File: config.mk
export PLATFORM = sky130hd
export DESIGN_NAME = rgb_layer_mixer
export DESIGN_NICKNAME = d
export VERILOG_FILES = /design/src/rtl/rgb_mixer_pkg.sv /design/src/rtl/rgb_palette.sv /design/src/rtl/rgb_layer_mixer.sv
export SDC_FILE = /design/constraint.sdc
export NUM_CORES = 1
export LEC_CHECK = 0
export CAP_MARGIN = 0
export CORE_MARGIN = 2
export CORE_UTILIZATION = 30
export CTS_CLUSTER_SIZE = 16
export DETAILED_ROUTE_END_ITERATION = 10
export SYNTH_ARGS = -nofsm -noshare
export SYNTH_HDL_FRONTEND = slang
export SYNTH_SLANG_ARGS = --single-unit
File: constraint.sdc
create_clock -name clk -period 2.9 [get_ports clk]
set_input_delay 0.725 -clock clk [delete_from_list [all_inputs] [get_ports clk]]
set_output_delay 0.725 -clock clk [all_outputs]
set_load 0.1 [all_outputs]
File: src/rtl/rgb_mixer_pkg.sv
// Shared widths, colour-level mapping and the reset palette image for the layer mixer.
package rgb_mixer_pkg;

  localparam int unsigned RGB_W = 8;
  localparam int unsigned R_W   = 3;
  localparam int unsigned G_W   = 3;
  localparam int unsigned B_W   = 2;

  // Entries 1..NUM_DEFAULT form a 3x3x3 colour cube; everything above resets to white.
  localparam int unsigned NUM_DEFAULT = 27;
  localparam int unsigned NUM_LEVELS  = 3;

  localparam logic [R_W-1:0] RG_LEVEL_0 = 3'd0;
  localparam logic [R_W-1:0] RG_LEVEL_1 = 3'd3;
  localparam logic [R_W-1:0] RG_LEVEL_2 = 3'd7;
  localparam logic [B_W-1:0] B_LEVEL_0  = 2'd0;
  localparam logic [B_W-1:0] B_LEVEL_1  = 2'd1;
  localparam logic [B_W-1:0] B_LEVEL_2  = 2'd3;

  localparam logic [RGB_W-1:0] RGB_BLACK = 8'h00;
  localparam logic [RGB_W-1:0] RGB_WHITE = 8'hFF;

  typedef logic [RGB_W-1:0] rgb_t;

  function automatic logic [R_W-1:0] rg_level(input int unsigned lvl);
    case (lvl)
      0:       return RG_LEVEL_0;
      1:       return RG_LEVEL_1;
      default: return RG_LEVEL_2;
    endcase
  endfunction

  function automatic logic [B_W-1:0] b_level(input int unsigned lvl);
    case (lvl)
      0:       return B_LEVEL_0;
      1:       return B_LEVEL_1;
      default: return B_LEVEL_2;
    endcase
  endfunction

  function automatic rgb_t default_palette(input int unsigned idx);
    int unsigned d;
    if (idx == 0) begin
      return RGB_BLACK;
    end
    if (idx > NUM_DEFAULT) begin
      return RGB_WHITE;
    end
    d = idx - 1;
    return {rg_level(d % NUM_LEVELS),
            rg_level((d / NUM_LEVELS) % NUM_LEVELS),
            b_level(d / (NUM_LEVELS * NUM_LEVELS))};
  endfunction

endpackage

File: src/rtl/rgb_palette.sv
// Run-time writable colour palette with reset image, write-protected black entry 0 and a
// registered read port that can be forced to black.
module rgb_palette
  import rgb_mixer_pkg::*;
#(
  parameter int unsigned CODE_W = 5
) (
  input  logic              clk,
  input  logic              rst,
  input  logic              we_i,
  input  logic [CODE_W-1:0] waddr_i,
  input  rgb_t              wdata_i,
  input  logic [CODE_W-1:0] raddr_i,
  input  logic              rmask_i,
  output rgb_t              rdata_o
);

  localparam int unsigned Depth = 2 ** CODE_W;

  rgb_t mem_q [Depth];
  rgb_t rdata_q;

  // Read and write share the edge, so a lookup coinciding with a write sees the old entry.
  always_ff @(posedge clk) begin
    if (rst) begin
      for (int unsigned i = 0; i < Depth; i++) begin
        mem_q[i] <= default_palette(i);
      end
      rdata_q <= RGB_BLACK;
    end else begin
      if (we_i && (waddr_i != '0)) begin
        mem_q[waddr_i] <= wdata_i;
      end
      rdata_q <= rmask_i ? RGB_BLACK : mem_q[raddr_i];
    end
  end

  assign rdata_o = rdata_q;

endmodule

File: src/rtl/rgb_layer_mixer.sv
// Two-stage pixel compositor: priority-merges palette-coded layers, looks the winner up in
// the palette and delays the syncs so they stay aligned with the colour outputs.
module rgb_layer_mixer
  import rgb_mixer_pkg::*;
#(
  parameter int unsigned NUM_LAYERS = 3,
  parameter int unsigned CODE_W     = 5,
  parameter logic        SYNC_IDLE  = 1'b1
) (
  input  logic                         clk,
  input  logic                         rst,
  input  logic [NUM_LAYERS*CODE_W-1:0] layer_code,
  input  logic [NUM_LAYERS-1:0]        layer_en,
  input  logic                         blank_in,
  input  logic                         hsync_in,
  input  logic                         vsync_in,
  input  logic                         pal_we,
  input  logic [CODE_W-1:0]            pal_addr,
  input  logic [RGB_W-1:0]             pal_data,
  output logic [R_W-1:0]               rouge,
  output logic [G_W-1:0]               vert,
  output logic [B_W-1:0]               bleu,
  output logic                         hsync_out,
  output logic                         vsync_out
);

  logic [CODE_W-1:0] win_code;

  logic [CODE_W-1:0] code_q;
  logic              blank_q;
  logic              hsync_q;
  logic              vsync_q;
  logic              hsync_out_q;
  logic              vsync_out_q;
  rgb_t              pix;

  // Scanning from the lowest-priority layer upwards lets the lowest index overwrite last.
  always_comb begin
    win_code = '0;
    for (int k = NUM_LAYERS - 1; k >= 0; k--) begin
      if (layer_en[k] && (layer_code[k*CODE_W +: CODE_W] != '0)) begin
        win_code = layer_code[k*CODE_W +: CODE_W];
      end
    end
  end

  always_ff @(posedge clk) begin
    if (rst) begin
      code_q      <= '0;
      blank_q     <= 1'b1;
      hsync_q     <= SYNC_IDLE;
      vsync_q     <= SYNC_IDLE;
      hsync_out_q <= SYNC_IDLE;
      vsync_out_q <= SYNC_IDLE;
    end else begin
      code_q      <= win_code;
      blank_q     <= blank_in;
      hsync_q     <= hsync_in;
      vsync_q     <= vsync_in;
      hsync_out_q <= hsync_q;
      vsync_out_q <= vsync_q;
    end
  end

  rgb_palette #(
    .CODE_W (CODE_W)
  ) u_palette (
    .clk     (clk),
    .rst     (rst),
    .we_i    (pal_we),
    .waddr_i (pal_addr),
    .wdata_i (pal_data),
    .raddr_i (code_q),
    .rmask_i (blank_q),
    .rdata_o (pix)
  );

  assign {rouge, vert, bleu} = pix;
  assign hsync_out           = hsync_out_q;
  assign vsync_out           = vsync_out_q;

endmodule

==> metrics.cfg <==
[worst_setup_path]
worstSetupPathType=in -> reg
critPathCaptureType=flop
rrSetupSlack_ns=0.63
r2r_start=code_q[0]$_SDFF_PP0_
cp-startpoint=pal_addr[4]
r2r_end=u_palette.rdata_o[1]$_SDFF_PP0_
path_max_fanout=9
critPathLaunchType=input pin
required_ns=3.11
crit_path_end=u_palette.mem_q[9][2]$_SDFFCE_PN1P_
crit_arrival_ns=2.62
rr_worst_depth=6

[clock_tree]
h-tree-depth=1
cts-root-buf=clkbuf_16
cts.clk_slew.worst_paths_ns=0.06
cts_resized=0
cts_hold_buffers=0
clockBufferDepth=3
cts_tree=yes
worst_skew_pair.late_latency_ns=0.55
cts_sinks=274
post-cts-setup-buffers=0
cts_buffers=30

[synth]
synth.yosys.seq_area_share_pct=64.4
yosys_warnings=0
synth_edf_count=256
ys.flop_type=edfxtp_1
synthTopCellsByCount=256 x edfxtp_1, 90 x or3_1, 56 x and2_1
synth-seq-cells=274
synth_area_per_cell_sq_um=14.8
synth.most_common_cell=edfxtp_1
synth_cell_types=41
synth_top_area_share_pct=61.6
synthesis.area_sq_mm=0.0125
synth_area_leaders=edfxtp_1 62%, mux4_2 9.0%, or3_1 4.5%, mux4_1 2.9%, dfxtp_1 2.9%
synth-async-reset-ratio_pct=0
synth_top_area_cell=edfxtp_1
synth_cells=844

[worst_hold_path]
hold_class=reg -> reg

[placed_design]
post-place-ws_ns=-0.0673
dp_cells=1413
gp_congestion=0.785
dp_hpwl_mm=20.2
io_buffer_count=46
place_area_sq_mm=0.0138

[timing]
rsz0062_at_grt=false
maxSlewViolCount=0
period_minus_slack_ns=2.41
hold_ws_ns=0.411
max_freq_mhz=416
setup_viol=0
worst-slew-pin-transition_ns=0.732
fin_worst_skew_ns=0.00746
finalHoldViolations=0
finalCritPeriodShare_pct=83.0
finalWorstSetupSlack_ns=0.493
timing.slew.headroom_pct=51.2

[global_routing]
grt_pass1_vias=7671
grtUsageTotal_pct=14.3
antenna_found_initial=1
grt_pass1_wl_mm=47.6
overflow=0
grt_start_max_net_pins=36

[detailed_routing]
drt-vias-per-instance=5.01
drc=0
drt_iter0_markers=614
wl_per_cell_microns=21.3
dr.pass1.iters=5
ant_nets=0
via_count=7362
drt_wl_total_mm=31.2

[finish]
syn_to_final_growth_pct=17.7
fin_cells=1469
fin_nets=950
fin_area_sq_mm=0.0147
regArea_sq_mm=0.00805
fill_cells=3921
multi_input_area_sq_mm=0.00402
drive_gt1_share_pct=24.0

[pwr]
vdd_drop_max_mv=0.460
p_per_area_mw_per_mm2=623
leakage_nw=4.79

[die]
num_rows=74
die_h_microns=208
dieArea_sq_mm=0.0433
core_sq_mm=0.0409
ios=47
die-width_microns=208
initial_core_util_pct=30.5

[run]
maxCapViolations=0

[status]
status=finished clean

[per-stage QoR]
stage | util (%) | power, mW | TNS [ns]
2_1_floorplan | - | 5.23 | 0
3_3_place_gp | 33.6 | 5.56 | -0.496
3_5_place_dp | 33.6 | 5.58 | -0.537
4_1_cts | 35.9 | 9.24 | 0
5_1_grt | 35.9 | 9.46 | 0
6_report | 35.9 | 9.16 | 0
[state kept, by name, summed over array words and instances (netlist names)]
signal,cells
code_q,5
vsync_q,1
u_palette.rdata_o,8
hsync_out,1
blank_q,1
vsync_out,1
hsync_q,1
u_palette.mem_q,256
[cell type report]
class | count | area share, %
antenna | 1 | 0.0170
clock buffer | 43 | 5.65
clock inverter | 12 | 0.749
inverter | 3 | 0.0766
multi-input combinational | 492 | 27.4
sequential | 274 | 54.8
tap | 532 | 4.53
timing repair buffer | 112 | 6.81
[placed cells by master, fill, tap and decap left out, types with 3 or more instances in the layout]
cell type / Yosys / routed
buf_4: 2 / 70
buf_12: 4 / 6
nand2_1: 54 / 54
nor2b_1: 4 / 4
clkinv_2: 0 / 6
a221o_1: 8 / 8
mux4_2: 50 / 50
inv_1: 3 / 3
nand2b_1: 10 / 10
a22oi_1: 4 / 4
or2_1: 5 / 5
a21oi_1: 5 / 5
mux2i_1: 20 / 20
dfxtp_1: 18 / 15
nor2_1: 49 / 49
clkinv_1: 0 / 3
a221oi_1: 3 / 3
conb_1: 1 / 8
or2_2: 45 / 45
clkbuf_1: 54 / 11
edfxtp_1: 256 / 256
mux4_1: 14 / 14
a31oi_1: 4 / 4
clkdlybuf4s50_1: 0 / 35
nor3_1: 38 / 38
or3_1: 90 / 90
and2_1: 56 / 56
nand3b_1: 3 / 3
mux2_2: 4 / 4
a221oi_2: 4 / 4
clkbuf_16: 0 / 31
nand3_1: 4 / 4
[worst max-delay path: stages]
cell             delay [ns]
clkdlybuf4s50_1        0.61
or3b_4                 0.50
or3_1                  0.44
nand2b_1               0.33
[worst min-delay path by stage]
stage	from	end	depth (start not counted)
CTS	hsync_q$_SDFF_PP1_	hsync_out$_SDFF_PP1_	1
global route	hsync_q$_SDFF_PP1_	hsync_out$_SDFF_PP1_	1
detailed placement	hsync_q$_SDFF_PP1_	hsync_out$_SDFF_PP1_	1
floorplan	hsync_q$_SDFF_PP1_	hsync_out$_SDFF_PP1_	1
global placement	vsync_q$_SDFF_PP1_	vsync_out$_SDFF_PP1_	1
finish	hsync_q$_SDFF_PP1_	hsync_out$_SDFF_PP1_	1
[metal layers]
metal / share of wire [%] / global-route usage, % / wire [microns]
met5: 0 / 0 / 0
met4: 1.8 / 3.37 / 568
met3: 6.5 / 2.82 / 2030
met2: 49 / 24.2 / 15300
met1: 43 / 19.0 / 13300
[where the power goes]
part           leakage [nW]  switching [mW]  internal, mW
Sequential             2.67           0.107          4.53
Clock                 0.463            1.52          2.16
Combinational          1.66           0.490         0.361
[cell families (layout without fill, tap and decap cells)]
logic type	after synthesis	in the layout	synth area share, %
compound gates	33	33	2.24
buf+inv	85	170	3.56
flops	274	274	64.4
mux	88	88	13.9
other cells	1	9	0.0300
simple gates	363	363	15.8
Power figures use the tool's default switching activity.
